<file path="config.mk">
export PLATFORM = sky130hd
export DESIGN_NAME = smag_accum
export DESIGN_NICKNAME = d
export VERILOG_FILES = /design/src/rtl/smag_accum_pkg.sv /design/src/rtl/smag_sat_pack.sv /design/src/rtl/smag_accum.sv
export SDC_FILE = /design/constraint.sdc
export NUM_CORES = 1
export LEC_CHECK = 0
export ABC_AREA = 1
export ABC_CLOCK_PERIOD_IN_PS = 4600
export BUFFER_PORTS_ARGS = -buffer_cell sky130_fd_sc_hd__clkbuf_2
export CAP_MARGIN = 20
export CORE_MARGIN = 1
export CORE_UTILIZATION = 45
export CTS_CLUSTER_DIAMETER = 120
export DETAILED_ROUTE_END_ITERATION = 7
export GPL_TIMING_DRIVEN = 0
export PLACE_DENSITY = 0.64
export SYNTH_ARGS = -nofsm -noshare
export SYNTH_HDL_FRONTEND = slang
export SYNTH_HIERARCHICAL = 1
export SYNTH_SLANG_ARGS = --single-unit
</file>
<file path="constraint.sdc">
create_clock -name clk -period 4.6 [get_ports clk]
set_input_delay 0.23 -clock clk [delete_from_list [all_inputs] [get_ports clk]]
set_output_delay 0.23 -clock clk [all_outputs]
set_load 0.01 [all_outputs]
</file>
<file path="src/rtl/smag_accum_pkg.sv">
// Shared widths for the sign-magnitude accumulate stage of the receiver MAC path.
package smag_accum_pkg;

    // Datapath word length (sign bit plus Q(N-1) fractional magnitude).
    localparam int REG_WORD_LEN  = 16;
    // Extra integer bits carried by the internal accumulator.
    localparam int ACC_GUARD_LEN = 8;
    // Width of the per-block term counter.
    localparam int ACC_CNT_LEN   = 8;

endpackage

</file>
<file path="src/rtl/smag_sat_pack.sv">
// Combinational packer: two's-complement accumulator value -> saturated
// N-bit sign-magnitude word, with a flag when the magnitude had to be clipped.
module smag_sat_pack
    import smag_accum_pkg::*;
#(
    parameter int N     = REG_WORD_LEN,
    parameter int GUARD = ACC_GUARD_LEN
) (
    input  logic [N+GUARD-1:0] acc_i,
    output logic [N-1:0]       smag_o,
    output logic               clip_o
);

    localparam int W = N + GUARD;

    logic         neg;
    logic [W-1:0] abs_v;
    logic [N-2:0] mag;

    // Absolute value, clip to the largest Q(N-1) magnitude, and force +0 for zero.
    always_comb begin
        neg    = acc_i[W-1];
        abs_v  = neg ? (~acc_i + W'(1)) : acc_i;
        // Any set bit at or above N-1 means |acc| exceeds 2^(N-1)-1.
        clip_o = |abs_v[W-1:N-1];
        mag    = clip_o ? {(N-1){1'b1}} : abs_v[N-2:0];
        smag_o = {neg & (mag != '0), mag};
    end

endmodule

</file>
<file path="src/rtl/smag_accum.sv">
// Block accumulator for sign-magnitude products.
// Handshake: a transfer happens on a rising edge where valid and ready are both
// high; ready never depends combinationally on the opposite side's valid/ready,
// and a producer holds its payload stable while valid is high and ready is low.
module smag_accum
    import smag_accum_pkg::*;
#(
    parameter int N     = REG_WORD_LEN,
    parameter int GUARD = ACC_GUARD_LEN,
    parameter int CNT_W = ACC_CNT_LEN
) (
    input  logic             clk,
    input  logic             rst,
    input  logic             in_valid,
    output logic             in_ready,
    input  logic [N-1:0]     in_data,
    input  logic             in_last,
    output logic             out_valid,
    input  logic             out_ready,
    output logic [N-1:0]     out_data,
    output logic             out_sat,
    output logic [CNT_W-1:0] out_count,
    output logic             dbg_state_o
);

    localparam int W = N + GUARD;

    localparam logic [0:0] ST_ACC  = 1'b0;
    localparam logic [0:0] ST_DONE = 1'b1;

    // Symmetric accumulator limits: +(2^(W-1)-1) and -(2^(W-1)-1).
    localparam logic [W-1:0] ACC_MAX = {1'b0, {(W-1){1'b1}}};
    localparam logic [W-1:0] ACC_MIN = {1'b1, {(W-2){1'b0}}, 1'b1};

    logic [0:0]       state_q, state_d;
    logic [W-1:0]     acc_q, acc_d;
    logic [CNT_W-1:0] cnt_q, cnt_d;
    logic             stk_q, stk_d;
    logic [N-1:0]     out_data_q, out_data_d;
    logic             out_sat_q, out_sat_d;
    logic [CNT_W-1:0] out_count_q, out_count_d;

    logic [W-1:0]     mag_ext;
    logic [W-1:0]     term;
    logic [W:0]       sum_wide;
    logic             pos_ovf;
    logic             neg_clip;
    logic             add_sat;
    logic [W-1:0]     acc_sum;
    logic [CNT_W-1:0] cnt_inc;
    logic [N-1:0]     pack_smag;
    logic             pack_clip;

    // Sign-magnitude to two's complement plus a guarded, saturating add.
    always_comb begin
        mag_ext  = {{(GUARD + 1){1'b0}}, in_data[N-2:0]};
        // A zero magnitude negates to zero, so negative zero needs no special case.
        term     = in_data[N-1] ? (~mag_ext + W'(1)) : mag_ext;
        sum_wide = {acc_q[W-1], acc_q} + {term[W-1], term};
        pos_ovf  = ~sum_wide[W] & sum_wide[W-1];
        // Negative overflow, or landing exactly on -2^(W-1), both clamp to ACC_MIN.
        neg_clip = sum_wide[W] & (~sum_wide[W-1] | (sum_wide[W-2:0] == '0));
        add_sat  = pos_ovf | neg_clip;
        if (pos_ovf) begin
            acc_sum = ACC_MAX;
        end else if (neg_clip) begin
            acc_sum = ACC_MIN;
        end else begin
            acc_sum = sum_wide[W-1:0];
        end
        cnt_inc  = (cnt_q == {CNT_W{1'b1}}) ? cnt_q : cnt_q + CNT_W'(1);
    end

    smag_sat_pack #(
        .N     (N),
        .GUARD (GUARD)
    ) u_pack (
        .acc_i  (acc_sum),
        .smag_o (pack_smag),
        .clip_o (pack_clip)
    );

    // Next-state: accumulate in ACC, capture the packed result on the last term,
    // hold it in DONE until the consumer takes it.
    always_comb begin
        state_d     = state_q;
        acc_d       = acc_q;
        cnt_d       = cnt_q;
        stk_d       = stk_q;
        out_data_d  = out_data_q;
        out_sat_d   = out_sat_q;
        out_count_d = out_count_q;
        if (state_q == ST_ACC) begin
            if (in_valid) begin
                acc_d = acc_sum;
                cnt_d = cnt_inc;
                stk_d = stk_q | add_sat;
                if (in_last) begin
                    state_d     = ST_DONE;
                    out_data_d  = pack_smag;
                    out_sat_d   = stk_q | add_sat | pack_clip;
                    out_count_d = cnt_inc;
                end
            end
        end else begin
            if (out_ready) begin
                state_d = ST_ACC;
                acc_d   = '0;
                cnt_d   = '0;
                stk_d   = 1'b0;
            end
        end
    end

    // State and output registers.
    always_ff @(posedge clk or posedge rst) begin
        if (rst) begin
            state_q     <= ST_ACC;
            acc_q       <= '0;
            cnt_q       <= '0;
            stk_q       <= 1'b0;
            out_data_q  <= '0;
            out_sat_q   <= 1'b0;
            out_count_q <= '0;
        end else begin
            state_q     <= state_d;
            acc_q       <= acc_d;
            cnt_q       <= cnt_d;
            stk_q       <= stk_d;
            out_data_q  <= out_data_d;
            out_sat_q   <= out_sat_d;
            out_count_q <= out_count_d;
        end
    end

    assign in_ready    = (state_q == ST_ACC);
    assign out_valid   = (state_q == ST_DONE);
    assign out_data    = out_data_q;
    assign out_sat     = out_sat_q;
    assign out_count   = out_count_q;
    assign dbg_state_o = state_q[0];

endmodule
</file>
Word level (Yosys, flattened, before mapping)

Index checks and enable logic that the tools add are counted.
W data, S select, Z words.

Multiplexer cells: 19
Equality and inequality tests: 2
Bitwise gates (word level): 12
Add/sub/neg operators: 4
Reduce and logical (&&, ||, !) cells: 6

Operator list:

| operator                | count |
|---|---|
| $mux W24                | 7 |
| $add A24 B1 Y24 const B | 2 |
| $mux W8                 | 4 |
| $add A24 B24 Y25        | 1 |
| $not A15 Y24            | 1 |
| $not A24 Y24            | 1 |
| $logic_not A23 Y1       | 1 |
| $mux W15                | 1 |
| $reduce_bool A15 Y1     | 1 |
| $reduce_or A9 Y1        | 1 |
| $add A8 B1 Y8 const B   | 1 |
| $eq A8 B8 Y1 const B    | 1 |
| $mux W1                 | 7 |
| $or A1 B1 Y1            | 4 |
| $and A1 B1 Y1           | 3 |
| $not A1 Y1              | 3 |
| $reduce_and A3 Y1       | 1 |
| $ne A2 B2 Y1 const B    | 1 |
| $reduce_and A2 Y1       | 1 |
| $reduce_bool A2 Y1      | 1 |

Bits in registers: 59
Input port bits: 21
Word-level logic and storage cells: 50

Longest topological paths before layout

Gate-level depths: netlist (run 1).

Depth after elaboration: 16
Mapped depth: 49

Modules after synthesis

Netlist (run 1), hierarchy kept.

By module, submodules not included:

| module        | cells each | area each (µm²) | times used |
|---|---|---|---|
| smag_accum    | 764        | 4894.7          | 1 |
| smag_sat_pack | 189        | 919.6           | 1 |

Worst setup path after synthesis (run 1)

OpenSTA, ideal clock, no wires.

Path kind: input to register
Start point: input port in_data[1]
End point: register out_data_q[14], in the netlist out_data[14]
Slack: -304 ps
Library setup time: 117 ps
Arrival: 4787 ps
Stages on the path: 41
Cells stage by stage: nor3_1 > nand2_1 > nor3_1 > inv_1 > nor3_1 > inv_1 > o31ai_1 > o21a_1 > nand2_1 > ha_1 > nand2_1 > inv_1 > a21oi_1 > nor2_1 > nor2_1 > nand3_2 > nand3_2 > nand2_2 > [5 not listed] > inv_2 > ha_1 > inv_2 > nor2_2 > nand3_2 > nand2_2 > nand2_2 > nor2_1 > nor2_1 > nor2_1 > nand3_1 > nor2_4 > nand2_2 > clkinv_2 > buf_6 > nand3_2 > nand2_1 > nand2_1

Cells in the longest elaborated chain, start to end: 14
Elaborated cells on any way between the ends: 17

RTL lines:

| item                                                   | line                | source |
|---|---|---|
| from (decl)                                            | smag_accum.sv:16    | `input logic [N-1:0] in_data,` |
| $not A15 Y24                                           | smag_accum.sv:58    | `term = in_data[N-1] ? (~mag_ext + W'(1)) : mag_ext;` |
| $add A24 B1 Y24                                        | smag_accum.sv:58    |  |
| $mux W24 *                                             | smag_accum.sv:58    |  |
| $add A24 B24 Y25 *                                     | smag_accum.sv:59    | `sum_wide = {acc_q[W-1], acc_q} + {term[W-1], term};` |
| $logic_not A23 Y1 / $not A1 Y1 (equally long branches) | smag_accum.sv:62    | `neg_clip = sum_wide[W] & (~sum_wide[W-1] \| (sum_wide[W-2:0] == '0));` |
| $or A1 B1 Y1                                           | smag_accum.sv:62    |  |
| $and A1 B1 Y1                                          | smag_accum.sv:62    |  |
| $mux W24                                               | smag_accum.sv:66    | `end else if (neg_clip) begin` |
| $mux W24 *                                             | smag_accum.sv:64    | `if (pos_ovf) begin` |
| named net acc_sum[0]                                   | smag_accum.sv:49    | `logic [W-1:0] acc_sum;` |
| $not A24 Y24 *                                         | smag_sat_pack.sv:23 | `abs_v = neg ? (~acc_i + W'(1)) : acc_i;` |
| $add A24 B1 Y24 *                                      | smag_sat_pack.sv:23 |  |
| $mux W24 *                                             | smag_sat_pack.sv:23 |  |
| $reduce_or A9 Y1 *                                     | smag_sat_pack.sv:25 | `clip_o = \|abs_v[W-1:N-1];` |
| named net pack_clip                                    | smag_accum.sv:52    | `logic pack_clip;` |
| $mux W15 *                                             | smag_sat_pack.sv:26 | `mag = clip_o ? {(N-1){1'b1}} : abs_v[N-2:0];` |
| named net pack_smag[14]                                | smag_accum.sv:51    | `logic [N-1:0] pack_smag;` |
| to (signal assigned)                                   | smag_accum.sv:130   | `out_data_q <= out_data_d;` |
| to (decl)                                              | smag_accum.sv:39    | `logic [N-1:0] out_data_q, out_data_d;` |

The timed path passes the listed nets; every way through them passes the cells marked *.
A chain may end at the register's enable or synchronous reset.

Worst setup path in the final report (run 1)

Start point: input port in_data[1]
End point: register out_data_q[9], in the netlist out_data[9]

Cells in the longest elaborated chain, start to end: 14
Elaborated cells on any way between the ends: 17

RTL lines:

| item                                                   | line |
|---|---|
| $not A15 Y24                                           | smag_accum.sv:58 |
| $add A24 B1 Y24                                        | smag_accum.sv:58 |
| $mux W24 *                                             | smag_accum.sv:58 |
| $add A24 B24 Y25 *                                     | smag_accum.sv:59 |
| $logic_not A23 Y1 / $not A1 Y1 (equally long branches) | smag_accum.sv:62 |
| $or A1 B1 Y1                                           | smag_accum.sv:62 |
| $and A1 B1 Y1                                          | smag_accum.sv:62 |
| $mux W24                                               | smag_accum.sv:66 |
| $mux W24 *                                             | smag_accum.sv:64 |
| named net acc_sum[23]                                  | smag_accum.sv:49 |
| $not A24 Y24                                           | smag_sat_pack.sv:23 |
| $add A24 B1 Y24                                        | smag_sat_pack.sv:23 |
| $mux W24 *                                             | smag_sat_pack.sv:23 |
| $reduce_or A9 Y1 *                                     | smag_sat_pack.sv:25 |
| named net pack_clip                                    | smag_accum.sv:52 |
| $mux W15 *                                             | smag_sat_pack.sv:26 |
| named net pack_smag[9]                                 | smag_accum.sv:51 |

Marks and branches as above.

==> run_results.csv, run 1 <==
group,metric,value,unit
status,status,"finished with violations",
status,violations,"design-rule violations, negative setup slack",
cells_and_area,drive_gt1_share,29.96,%
clocking,clk_latency,330,ps
critical_path,slowest_stage,"ha_4",
clocking,cts_tree,"built",
clocking,clk_pin_slew,50,ps
synthesis,synth_area,5814,um^2
grt,track_usage,25.06,%
route,wire_per_inst,13.31,um
route,vias,6156,
synthesis,syn_nets,1002,
grt,grt_max_degree,36,
synthesis,yosys_register_bits,59,
cells_and_area,final-seq-area,1476,um^2
critical_path,r2r_end,"out_data[9]",
sta,setup_ws,-517.9,ps
placement,place_inst,1174,
hold_path,hp-class,"in2async",
synthesis,async_reset_ff_share,100.0,%
sta,hold_violations,0,
die,die_y,115.7,um
sta,period_share,111.3,%
critical_path,critical_path_class,"in2reg",
critical_path,path_max_fanout,6,
sta,rsz0062_at_grt,"true",
die,ioPinCount,49,
sta,tightest_slew,1013,ps
critical_path,r2r-start,"acc_q[0]",
critical_path,crit_top_cell,"nand2_4",
grt,antenna_found_initial,0,
sta,setup_viol,17,
route,drc,2,
flow_run,cap_violations,0,
route,wl,16640,um
clocking,cts_made_buffers,9,
sta,post-route-min-period,5118,ps
synthesis,synth-edff-count,0,
cells_and_area,fin_nets,1122,
synthesis,synthFlopType,"dfrtp_1",
cells_and_area,insertedDiodeCount,0,
sta,fmax,195.4,MHz
critical_path,worstPathArrival,5380,ps
placement,hpwl,12250,um
grt,grt_pass1_vias,5603,
die,row_count,41,
synthesis,yosysWarnings,6,
die,initial_core_util,46.07,%
die,core-area,12620,um^2
clocking,cts_root_buf,"clkbuf_16",
grt,grt_pass1_wl,26250,um
route,drt_pass1_iterations,7,
cells_and_area,syn_to_final_growth,33.85,%
route,drt_iter0_markers,348,
route,detail_route.vias_per_cell,4.925,
critical_path,cp-end-kind,"register",
placement,dp_worst_setup_slack,-992.5,ps
die,die_area,13380,um^2
synthesis,synth-seq-area-share,25.39,%
synthesis,synth.distinct_cells,40,
critical_path,crit_required,4860,ps
sta,fin_worst_skew,5.957,ps
clocking,clock_path_buffers,2,
clocking,htreeDepth,3,
grt,grt_overflow_total,0,
die,fp.dieW,115.7,um
clocking,cts_hold_buf,0,
placement,gp_congestion,0.9138,
clocking,cts_sinks,59,
sta,maxSlewHeadroom,31.76,%
sta,hold-worst-slack,36.59,ps
critical_path,max_stage_delay,350,ps
cells_and_area,fillerInstances,1200,
synthesis,syn_avg_cell_area,6.101,um^2
route,ant_nets,0,
cells_and_area,multi_input_area,4360,um^2
sta,drv_slew,0,
placement,io_buffers,48,
critical_path,critPathLaunchType,"primary input",
synthesis,syn_inst,953,
critical_path,r2r_slack,130,ps
cells_and_area,fin_cells,1250,
critical_path,r2r_cells,34,
-- kinds of logic (layout without fill, tap and decap cells) --
kind of cell / count (synthesis) / in the layout / synth area share (%)
AO/OA/AOI/OAI: 58 / 58 / 5.444
buffers and inverters: 153 / 278 / 11.00
flip-flops: 59 / 59 / 25.39
AND/OR/NAND/NOR: 625 / 625 / 47.23
adder cells (fa/ha/maj): 28 / 28 / 6.154
XOR/XNOR: 30 / 30 / 4.777
-- through the flow --
| step | TNS [ps] | cell area, um^2 | util [%] |
|---|---|---|---|
| final | -8212 | 7782 | 61.67 |
| after global routing | -13900 | 7782 | 61.67 |
| after floorplan | -45.82 | 6040 | - |
| after CTS | -6345 | 7292 | 57.78 |
| after detailed placement | -16000 | 6515 | 51.63 |
| after global placement | -16350 | 6495 | 51.47 |
-- layout make-up --
type | instances | share of cell area [%]
buffer | 19 | 1.913
clock inverter | 6 | 1.029
inverter | 134 | 6.720
multi-input combinational | 741 | 56.03
tap | 172 | 2.765
clock buffer | 10 | 2.942
sequential | 59 | 18.97
timing repair buffer | 109 | 9.630
-- layout by cell type, fill, tap and decap left out, types with 4 or more instances in the layout --
cell type	synthesis	final
nand2_1	390	354
inv_1	123	112
nand2_2	47	63
nor2_1	79	61
dfrtp_1	59	59
buf_4	3	58
clkbuf_2	0	46
nand3_1	40	30
nand2_4	3	23
o21ai_0	23	21
nand4_1	18	18
xor2_1	17	17
nor2_2	9	17
ha_1	27	16
nor2_4	4	14
nand3_2	6	14
a21oi_1	18	13
inv_2	7	12
ha_4	0	10
clkbuf_1	8	9
xnor2_1	11	9
clkbuf_16	0	9
nand3b_1	8	8
nor3_1	14	7
o22ai_1	7	7
inv_4	0	6
buf_6	2	6
o21ai_1	4	6
a21oi_2	1	5
buf_8	3	4
nor3_4	0	4
clkinv_2	1	4
-- state kept, by name, indices dropped and copies added, names as in the netlist --
name         cells
acc_q           24
out_data        16
cnt_q            8
out_count        8
dbg_state_o      1
out_sat          1
stk_q            1
-- what timing repair did --
action / CTS / global route
resized for setup: 51 / 82
cloned: 1 / 0
pin swaps: 45 / 81
buffers inserted: 35 / 25
endpoints found under the setup margin: 17 / 17
-- per-layer routing --
| metal | GRT usage (%) | wire length, um |
|---|---|---|
| met1 | 34.51 | 7955 |
| met2 | 41.76 | 7870 |
| met3 | 3.347 | 501 |
| met4 | 5.812 | 317 |
| met5 | 0 | 0 |
-- cell usage after synthesis (2+ instances only) --
cell      number  area [um^2]
nand2_1      390         1464
o22ai_1        7        43.79
ha_1          27        337.8
nand3b_2       2        22.52
a21oi_1       18        90.09
xor2_1        17        148.9
buf_6          2        22.52
clkbuf_1       8        30.03
o21ai_1        4        20.02
clkinv_1       3        11.26
nor2_1        79        296.5
nand3_1       40        200.2
nand4_1       18        112.6
or2_2          2        12.51
nand2_2       47        294.0
nand2_4        3        33.78
xnor2_1       11        96.34
nand3b_1       8        60.06
inv_2          7        26.28
buf_2          3        15.01
inv_1        123        461.7
o21ai_0       23        115.1
buf_8          3        45.04
xor2_2         2        32.53
nor2_2         9        56.30
nor2_4         4        45.04
dfrtp_1       59         1476
nor3_1        14        70.07
buf_4          3        22.52
o31ai_1        2        15.01
nand3_2        6        60.06
-- worst max-delay path by stage --
stage	depth (start not counted)	slack, ps	endpoint	from
after CTS	47	-410	out_data[15]	in_data[1]
after global placement	42	-1010	out_data[6]	in_data[2]
final	42	-520	out_data[9]	in_data[1]
after global routing	42	-870	out_data[15]	in_data[2]
after floorplan	44	-10	out_data[14]	in_data[1]
after detailed placement	42	-990	out_data[2]	in_data[2]
-- worst max-delay path, delay by kind of cell --
family | cells | cell delay, ps
AOI/OAI and AO/OA | 2 | 490
buffers and inverters | 11 | 1050
adders and majority gates | 2 | 490
and+or+nand+nor | 26 | 2820
xor gates and xnor gates | 1 | 240
Power of run 1 is left out: the tool's default activity adds up to more than one toggle a clock period on the data nets, which glitch-free logic cannot reach.
==> inputs of run 2 (changes only) <==
ABC_AREA = not set   (was 1)
==> run 2 against run 1 <==
  * The run ends with negative setup slack left
  * Critical path depth decreased by 18
  * Worst setup slack got worse by 840 ps
  * Die area decreased by 1.9%
  * Clock skew increased by 7.0 ps
  * Wire length increased by 3.9%
  * First-iteration DRC count increased by 2.9%
  * Hold slack improved by 85 ps
  * Cell area decreased by 6.4%
  * Global-route usage increased by 2.2 points
  * Synthesized cell count decreased by 27%
  * Register-to-register slack got worse by 1200 ps
  * Critical endpoint is now out_data[15]
==> run_results.csv, run 2 <==
group,metric,value,unit
cells_and_area,drive_gt1_share,29.49,%
route,ant_nets,0,
sta,setup_viol,17,
hold_path,min_to,"dbg_state_o",
cells_and_area,fin_nets,842,
clocking,clk_latency,340,ps
synthesis,synthFlopType,"dfrtp_1",
synthesis,syn_avg_cell_area,8.243,um^2
die,die_area,13130,um^2
critical_path,r2r-start,"acc_q[0]",
critical_path,critPathLaunchType,"primary input",
critical_path,worstPathArrival,6170,ps
synthesis,yosys.area.top_type,"dfrtp_1",
clocking,cts_root_buf,"clkbuf_16",
die,ioPinCount,49,
placement,gp_congestion,0.9166,
synthesis,synth-edff-count,0,
cells_and_area,final_common_cell,"nand2_1",
grt,grt_max_degree,40,
clocking,clock_path_buffers,2,
synthesis,syn_nets,741,
clocking,cts_sinks,59,
synthesis,yosysMostFrequentCell,"nand2_1",
sta,rsz0062_at_grt,"true",
synthesis,synthTopCellsByArea,"dfrtp_1 (26%), ha_1 (5.9%), nand2_1 (5.5%)",
sta,drv_slew,0,
sta,post-route-min-period,5963,ps
grt,grt_overflow_total,0,
sta,maxSlewHeadroom,57.70,%
hold_path,worstHoldStart,"out_ready",
critical_path,critical_path.cell_chain,"buf_8, or4_4, or3_4, o41ai_4, xnor2_1, ha_1, buf_8, buf_4, nand4_1, nor4_1, a22oi_1, nand2_1, o41ai_4, xnor2_2, clkbuf_8, clkbuf_8, maj3_2, or3_1, or3_1, o21a_1, o32a_1, a211oi_1, a41oi_2, mux2_4",
synthesis,syn_inst,692,
sta,period_share,129.6,%
grt,antenna_found_initial,0,
sta,fin_worst_skew,12.98,ps
critical_path,crit_required,4810,ps
critical_path,cp.depth,24,
critical_path,r2r_slack,-1100,ps
die,row_count,40,
status,status,"finished with violations",
placement,hpwl,13140,um
die,fp.dieW,114.6,um
die,initial_core_util,46.90,%
critical_path,r2r_end,"out_data[14]",
die,die_y,114.6,um
synthesis,yosys_register_bits,59,
status,violations,"negative setup slack",
hold_path,hold_path_depth,2,
route,drt_iter0_markers,358,
critical_path,path_max_fanout,10,
critical_path,max_stage_delay,530,ps
cells_and_area,layout_common_cells,"nand2_1 (74), dfrtp_1 (59), clkbuf_2 (48), buf_4 (42), nand3_1 (40)",
synthesis,synth.distinct_cells,82,
synthesis,synth_top_area_share,25.88,%
hold_path,hp-class,"in2reg",
grt,track_usage,27.24,%
clocking,cts_tree,"built",
clocking,clk_pin_slew,50,ps
cells_and_area,largest_register_ff_count,24,
grt,grt_pass1_wl,27950,um
cells_and_area,regMostFlops,"acc_q",
route,wl,17300,um
sta,tightest_slew,634.4,ps
cells_and_area,syn_to_final_growth,27.77,%
route,wire_per_inst,17.92,um
critical_path,critical_path_class,"in2reg",
synthesis,synth_common_cells,"nand2_1 (84), dfrtp_1 (59), nand3_1 (40), o21ai_0 (39), a21oi_1 (35)",
flow_run,cap_violations,0,
critical_path,r2r_cells,24,
critical_path,cp-end-kind,"register",
route,drt_pass1_iterations,5,
route,vias,5913,
route,detail_route.vias_per_cell,6.127,
synthesis,yosysWarnings,6,
placement,dp_worst_setup_slack,-2854,ps
sta,hold_violations,0,
die,core-area,12160,um^2
critical_path,crit_family,"simple AND/OR/NAND/NOR gates",
synthesis,async_reset_ff_share,100.0,%
clocking,htreeDepth,3,
route,drc,0,
synthesis,synth-seq-area-share,25.88,%
critical_path,slowest_stage,"or4_4",
cells_and_area,insertedDiodeCount,0,
synthesis,synth_area,5704,um^2
placement,io_buffers,48,
sta,fmax,167.7,MHz
critical_path,crit_buf_inv,5,
clocking,cts_made_buffers,9,
sta,setup_ws,-1363,ps
grt,grt_pass1_vias,5747,
[run 2: cell types whose count changed in the layout (fill, tap and decap cells not counted), moves of 17 or more]
cell,change
nand2_4,-23
nand2_2,-52
xnor2_1,+19
nor2_1,-31
nor2_2,-17
nand2_1,-280
inv_1,-97
[run 2: what timing repair did]
item | in CTS | in global routing
hold buffers | 1 | 0
endpoints found under the setup margin | 34 | 17
buffers inserted | 26 | 15
gates resized for setup | 58 | 24
pin swaps | 21 | 12
endpoints found under the hold margin | 20 | 0
[run 2: layout make-up]
type	instances	area, um^2
timing repair buffer	91	599.3
inverter	20	75.07
sequential	59	1476
clock inverter	2	12.51
tap	168	210.2
multi-input combinational	574	4413
fill	1133	4873
clock buffer	13	250.2
buffer	38	251.5
[run 2: logic make-up after synthesis]
kind of cell	count (synthesis)	share of synthesized area, %
compound gates	200	24.74
xor+xnor	48	7.370
fa+ha+maj	46	9.432
buf+inv	59	4.628
flops	59	25.88
mux	20	3.860
simple gates	260	24.08
[run 2: worst register-to-register path, cell delays in order (launching register included)]
cell      delay, ps
dfrtp_1         400
ha_1            230
fa_1            410
a21o_1          200
a311o_1         480
a21oi_2         190
xnor2_1         150
or4_1           520
or4_4           510
nor4_4          210
a211oi_2        160
o21bai_4        210
inv_2            80
ha_4            170
nor2b_4         130
buf_8           130
and2_4          150
o21ai_2         100
o211ai_1        130
nor4_4          270
buf_4           180
buf_6           130
buf_6           130
nand2_2          50
mux2_2          260
[run 2: how the worst max path moves through the flow]
stage | endpoint | from
after floorplan | out_sat | in_data[5]
after global placement | out_sat | in_data[9]
after detailed placement | out_sat | in_data[9]
after CTS | out_data[15] | in_data[5]
after global routing | out_sat | in_data[5]
final | out_data[15] | in_data[5]
[run 2: per-layer routing]
layer  track usage (%)  up-vias  routed length, um
met4             13.77        0                563
met1             33.22     2823               7362
li1                  -     2818                  -
met3             3.282       43                940
met5                 0        -                  0
met2             47.27      229               8431
[run 2: through the flow]
stage / instances / instance area (um^2) / setup TNS, ps / hold WS, ps / utilization, %
3_5_place_dp: 909 / 6384 / -53550 / 255.8 / 52.49
4_1_cts: 950 / 7091 / -22520 / 114.9 / 58.30
5_1_grt: 965 / 7288 / -25730 / 141.2 / 59.93
6_report: 965 / 7288 / -21350 / 121.6 / 59.93
2_1_floorplan: 692 / 5913 / -18700 / 326.4 / -
3_3_place_gp: 908 / 6364 / -50420 / 447.0 / 52.33
Power of run 2 is left out for the same reason.
